===== src/rtl/serial_add_ctrl.sv =====
// Bit-serial adder controller: one full-adder slice reused LSB-first over WIDTH clocks.
// Optional subtract mode enabled by defining SERIAL_ADD_SUB_EN (adds port sub).
module serial_add_ctrl #(
    parameter int WIDTH = 8
) (
    input  logic             clk,
    input  logic             rst_n,
    input  logic             start,
    input  logic [WIDTH-1:0] a,
    input  logic [WIDTH-1:0] b,
    input  logic             cin,
`ifdef SERIAL_ADD_SUB_EN
    input  logic             sub,
`endif
    output logic             busy,
    output logic             done,
    output logic [WIDTH-1:0] sum,
    output logic             cout
);

    localparam int CW = $clog2(WIDTH);

    typedef enum logic [1:0] {
        IDLE,
        BUSY,
        DONE
    } state_t;

    state_t           state, state_nxt;
    logic [WIDTH-1:0] areg, breg;
    logic [WIDTH-2:0] rreg;
    logic [WIDTH-1:0] rreg_nxt;
    logic             carry;
    logic [CW-1:0]    cnt;
    logic             accept, last;
    logic             fa_sum, fa_carry;
    logic [WIDTH-1:0] b_load;
    logic             c_load;

    // Subtraction is a + ~b + 1, so only the loaded operand and carry differ.
    always_comb begin
        b_load = b;
        c_load = cin;
`ifdef SERIAL_ADD_SUB_EN
        if (sub) begin
            b_load = ~b;
            c_load = 1'b1;
        end
`endif
    end

    assign fa_sum   = areg[0] ^ breg[0] ^ carry;
    assign fa_carry = (areg[0] & breg[0]) | (areg[0] & carry) | (breg[0] & carry);
    assign rreg_nxt = {fa_sum, rreg};
    assign last     = (cnt == CW'(WIDTH - 1));

    always_comb begin
        state_nxt = state;
        accept    = 1'b0;
        case (state)
            IDLE: begin
                if (start) begin
                    accept    = 1'b1;
                    state_nxt = BUSY;
                end
            end
            BUSY: begin
                if (last) state_nxt = DONE;
            end
            DONE: begin
                if (start) begin
                    accept    = 1'b1;
                    state_nxt = BUSY;
                end else begin
                    state_nxt = IDLE;
                end
            end
            default: state_nxt = IDLE;
        endcase
    end

    assign busy = (state == BUSY);
    assign done = (state == DONE);

    always_ff @(posedge clk) begin
        if (!rst_n) state <= IDLE;
        else        state <= state_nxt;
    end

    always_ff @(posedge clk) begin
        if (!rst_n) begin
            areg  <= '0;
            breg  <= '0;
            rreg  <= '0;
            carry <= 1'b0;
            cnt   <= '0;
            sum   <= '0;
            cout  <= 1'b0;
        end else if (accept) begin
            areg  <= a;
            breg  <= b_load;
            carry <= c_load;
            cnt   <= '0;
        end else if (state == BUSY) begin
            rreg  <= rreg_nxt[WIDTH-1:1];
            areg  <= areg >> 1;
            breg  <= breg >> 1;
            carry <= fa_carry;
            cnt   <= cnt + CW'(1);
            if (last) begin
                sum  <= rreg_nxt;
                cout <= fa_carry;
            end
        end
    end

endmodule


===== config.mk =====
export PLATFORM = sky130hd
export DESIGN_NAME = serial_add_ctrl
export DESIGN_NICKNAME = d
export VERILOG_FILES = /design/src/rtl/serial_add_ctrl.sv
export SDC_FILE = /design/constraint.sdc
export NUM_CORES = 1
export LEC_CHECK = 0
export BUFFER_PORTS_ARGS = -buffer_cell sky130_fd_sc_hd__buf_2
export CORE_AREA = 3 3 72 74
export CTS_CLUSTER_DIAMETER = 40
export DETAILED_ROUTE_END_ITERATION = 6
export DIE_AREA = 0 0 75 77
export PLACE_DENSITY_LB_ADDON = 0.25
export SETUP_SLACK_MARGIN = 0.05
export SYNTH_ARGS = -nofsm -noshare
export SYNTH_HDL_FRONTEND = slang
export SYNTH_SLANG_ARGS = --single-unit

===== constraint.sdc =====
create_clock -name clk -period 2.4 [get_ports clk]
set_input_delay 0.24 -clock clk [delete_from_list [all_inputs] [get_ports clk]]
set_output_delay 0.24 -clock clk [all_outputs]
set_load 0.03 [all_outputs]

# Word-level counts from Yosys, hierarchy flattened
# Cells that the tools add are included.
dict set report op_classes {
  add_sub_neg 1
  mul 0
  div 0
  n_lt_le_gt_ge 0
  eq_ne 5
  shifts 0
  muxes 12
  bitwise_logic 9
  n_reduce_logical 7
}
# operator n
set ops {}
lappend ops {{two-way mux 8 bit} 4}
lappend ops {{case mux 2 bit (3 select lines)} 1}
lappend ops {{two-way mux 1 bit} 5}
lappend ops {{two-way mux 2 bit} 2}
lappend ops {{AND reduction 2 bit} 2}
lappend ops {{OR reduction 2 bit} 2}
lappend ops {{adder 3 x 1 -> 3 bit (second input constant)} 1}
lappend ops {{AND 1 bit} 3}
lappend ops {{== test 3 bit (second input constant)} 1}
lappend ops {{AND reduction 3 bit} 1}
lappend ops {{== test 2 x 1 -> 1 bit (second input constant)} 1}
lappend ops {{== test 2 bit (second input constant)} 1}
lappend ops {{logical NOT 2 bit} 1}
lappend ops {{inequality test 2 x 1 -> 1 bit (second input constant)} 1}
lappend ops {{inequality test 2 bit (second input constant)} 1}
lappend ops {{inverter 1 bit} 2}
lappend ops {{OR 1 bit} 2}
lappend ops {{nonzero test 2 bit} 1}
lappend ops {{XOR 1 bit} 2}
dict set report totals {
  ff_bits 38
  latch_bits 0
  mem_bits_rw 0
  romBits 0
  word_cells 42
  n_memories 0
}

# Longest topological paths before layout
dict set report depth {
  word_depth 5
  ltp_mapped 6
}

# Worst setup path before layout
# No wires, ideal clock.
dict set report synth_timing {
  path_type {flip-flop to flip-flop}
  startpoint {reg cnt[0]}
  endpoint {reg cout}
  arrival_time_ns 1.114
  setup_slack_ns 1.210
  path_stages_with_launch 6
  path_buffers 1
  period_less_slack_ns 1.190
  path_cell_list {dfxtp_1 -> ha_1 -> ha_1 -> clkbuf_1 -> nand3_1 -> a21boi_0}
}
dict set report synth_between {
  elab_chain_cells 2
}
# element line
set synth_lines {}
lappend synth_lines {{start, declared} 34} ;# logic [CW-1:0] cnt;
lappend synth_lines {{start signal, assigned} 109} ;# cnt <= cnt + CW'(1);
lappend synth_lines {{== test 3 bit} 55} ;# assign last = (cnt == CW'(WIDTH - 1));
lappend synth_lines {{AND reduction 3 bit (no source line)} --}
lappend synth_lines {{end signal, assigned} 112} ;# cout <= fa_carry;
lappend synth_lines {{end, declared} 18} ;# output logic cout
# Every way passes these cells.
# A chain may end at the register's enable or synchronous reset.

# Worst setup path in the final report
dict set report layout_timing {
  startpoint {reg state[0]}
  endpoint {out busy}
}
dict set report layout_between {
  elab_chain_cells 1
}
# element line
set layout_lines {}
lappend layout_lines {{start, declared} 29} ;# state_t state, state_nxt;
lappend layout_lines {{start signal, assigned} 87} ;# else state <= state_nxt;
lappend layout_lines {{== test 2 x 1 -> 1 bit} 82} ;# assign busy = (state == BUSY);
lappend layout_lines {{end, declared} 15} ;# output logic busy,
# Every way passes these cells.

==> flow_metrics.py <==
metrics = {
    "status": {
        "status": "finished clean",
    },
    "drt": {
        "drt-initial-drc-count": 77,
        "vias_per_cell": 4.94,
        "ant_nets": 0,
        "wl_mm": 3.27,
        "dr.pass1.iters": 2,
        "avgRoutedWirePerCell_um": 12.5,
        "num_vias": 1289,
        "drc": 0,
    },
    "clocking": {
        "cts_resized": 0,
        "cts_root_buf": "clkbuf_8",
        "cts_made_buffers": 5,
        "cts_tree": "built",
        "clk_latency_ns": 0.29,
        "clkSinkCount": 38,
        "clk_transition_reported_paths_ns": 0.08,
        "cts_setup_buffers": 0,
        "hold_buffers": 0,
        "htree_levels": 2,
        "clk_path_buf_depth": 2,
    },
    "floorplanning": {
        "ios": 31,
        "coreArea_um2": 4660,
        "die_area_um2": 5780,
        "die_x_um": 75,
        "initial_core_util_pct": 33.9,
        "rows": 25,
        "dieHeight_um": 77,
    },
    "critical_path": {
        "cp-end-kind": "output pin",
        "cp.required_ns": 2.16,
        "max_stage_delay_ns": 0.39,
        "startpoint_type": "flip-flop",
        "arrival_ns": 1.60,
        "crit_chain": "nand2b_1 -> inv_8 -> buf_2",
        "path_class": "flip-flop to output pin",
        "reg2reg_slack_ns": 0.75,
        "critPathMaxFanout": 36,
        "critPathLaunch": "state[0]$_SDFFE_PN0P_",
        "slowest_stage": "dfxtp_1",
        "rr_startpoint": "cnt[0]$_SDFFE_PP0P_",
    },
    "pwr": {
        "peakVddDrop_uv": 250,
        "leakage_uw": 0.000700,
        "finalPower_uw": 1260,
        "powerDensity_nw_per_um2": 702,
    },
    "synthesis": {
        "synthCells": 182,
        "async_reset_ff_share_pct": 0,
        "synth.most_common_cell": "nand2_1",
        "ys_seq_area_share_pct": 48.2,
        "synthTopCellsByCount": "nand2_1 (48), dfxtp_1 (38), a21boi_1 (12), nand3_1 (12)",
        "postSynthAreaPerCell_um2": 8.67,
        "syn-num-nets": 205,
        "synth_top_area_cell": "dfxtp_1",
        "synth_edf_count": 0,
        "ys_ff_latch": 38,
        "yosysUniqueCellTypes": 27,
        "yosys_warnings": 0,
        "synth.cell_area_um2": 1580,
        "yosysTopAreaCellShare_pct": 48.2,
        "ys_top_cells_by_area": "dfxtp_1 (48%), nand2_1 (11%), a21boi_1 (5.7%)",
        "synth_ff_type": "dfxtp_1",
    },
    "finish": {
        "seqCellArea_um2": 761,
        "fin_nets": 229,
        "fin_util_pct": 38.5,
        "antennaDiodeCount": 0,
        "fillCellCount": 492,
        "areaGrowthSynthToFinish_pct": 13.7,
        "final_area_um2": 1790,
        "drive_above_1_share_pct": 19.3,
        "multi_input_area_um2": 698,
    },
    "grt": {
        "use_met2_pct": 17.8,
        "grt_busiest_layer": "met2",
        "grt_pass1_vias": 1213,
        "antenna_found_initial": 0,
        "use_met3_pct": 3.93,
        "grt_max_degree": 37,
        "grtUsageMet1_pct": 16.7,
        "grt_use_total_pct": 12.4,
        "gr-total-overflow": 0,
        "grt_pass1_wl_mm": 5.53,
    },
    "worst_hold_path": {
        "hold_path.class": "input pin to flip-flop",
        "hp-start": "b[7]",
    },
    "timing": {
        "whs_ns": 0.193,
        "maxSlewViolCount": 0,
        "min_period_ns": 1.84,
        "timing.fmax_mhz": 544,
        "tns_ns": 0,
        "finClkSkew_ns": 0.00845,
        "hold_viol": 0,
        "worst_pin_slew_ns": 0.685,
        "setup_viol": 0,
        "max_slew_margin_pct": 54.3,
        "rsz0062_at_grt": "no",
        "fin_crit_sh_pct": 76.6,
    },
    "placed_design": {
        "hpwl_mm": 2.13,
        "port_buffers": 30,
        "place_area_um2": 1700,
        "globalplace.congestion": 0.650,
    },
    "job": {
        "drv_cap": 0,
    },
}
-- through the flow --
stage	instances	setup slack [ns]
2_1_floorplan	182	1.21
3_3_place_gp	253	0.740
3_5_place_dp	253	0.738
4_1_cts	261	0.551
5_1_grt	261	0.448
6_report	261	0.561
-- layout by cell type, fill, tap and decap left out, types with 2 or more instances in the layout --
master,count
o221ai_1,5
nor2b_1,2
a21boi_0,7
nor2_1,6
dfxtp_1,38
nand2b_1,2
clkbuf_8,6
buf_4,2
a31oi_1,8
buf_2,30
a22oi_1,2
a21boi_1,12
nand2_1,48
nor3_1,5
ha_1,2
nand3_1,12
o21ai_1,8
a21oi_1,3
-- sequential cells by signal, indices dropped and copies added (netlist names) --
signal and cells:
areg 8, breg 8, sum 8, rreg 7, cnt 3, state 2
carry 1, cout 1
-- report_power, final --
part / switching, µW / internal [µW]
combinational: 82.1 / 52.0
sequential: 17.8 / 661
clock: 216 / 232
-- worst max-delay path, delay by kind of cell (launching register included) --
kind / cells / cell delay, ns
DFF: 1 / 0.39
buffers and inverters: 2 / 0.56
and+or+nand+nor: 1 / 0.35
-- final cells by class --
type                       count  area share (%)
timing repair buffer          32            9.21
clock buffer                   7            4.81
tap                           54            3.77
clock inverter                 1           0.279
multi-input combinational    128            38.9
sequential                    38            42.4
inverter                       1           0.628
-- cell families after synthesis --
family                   Yosys count  share of synthesized area (%)
buffers and inverters             16                           7.53
adder cells (fa/ha/maj)            3                           2.85
flip-flops                        38                           48.2
XOR/XNOR                           1                          0.555
AND/OR/NAND/NOR                   78                           21.1
AO/OA/AOI/OAI                     46                           19.7
-- layer usage --
| layer | part of all wire [%] | vias to the layer above |
|---|---|---|
| li1 | - | 674 |
| met4 | 1.9 | 0 |
| met2 | 42 | 26 |
| met5 | 0 | - |
| met1 | 51 | 581 |
| met3 | 4.5 | 8 |
-- worst paths after layout --
kind / end / cells after the start
worst max-delay path: busy / 3
worst max register to register: sum[5]$_SDFFE_PN0P_ / 5
worst min register to register: sum[7]$_SDFFE_PN0P_ / 2
worst min-delay path: breg[7]$_SDFFE_PN0P_ / 3
Note: power is estimated with default switching activity, not from simulation.
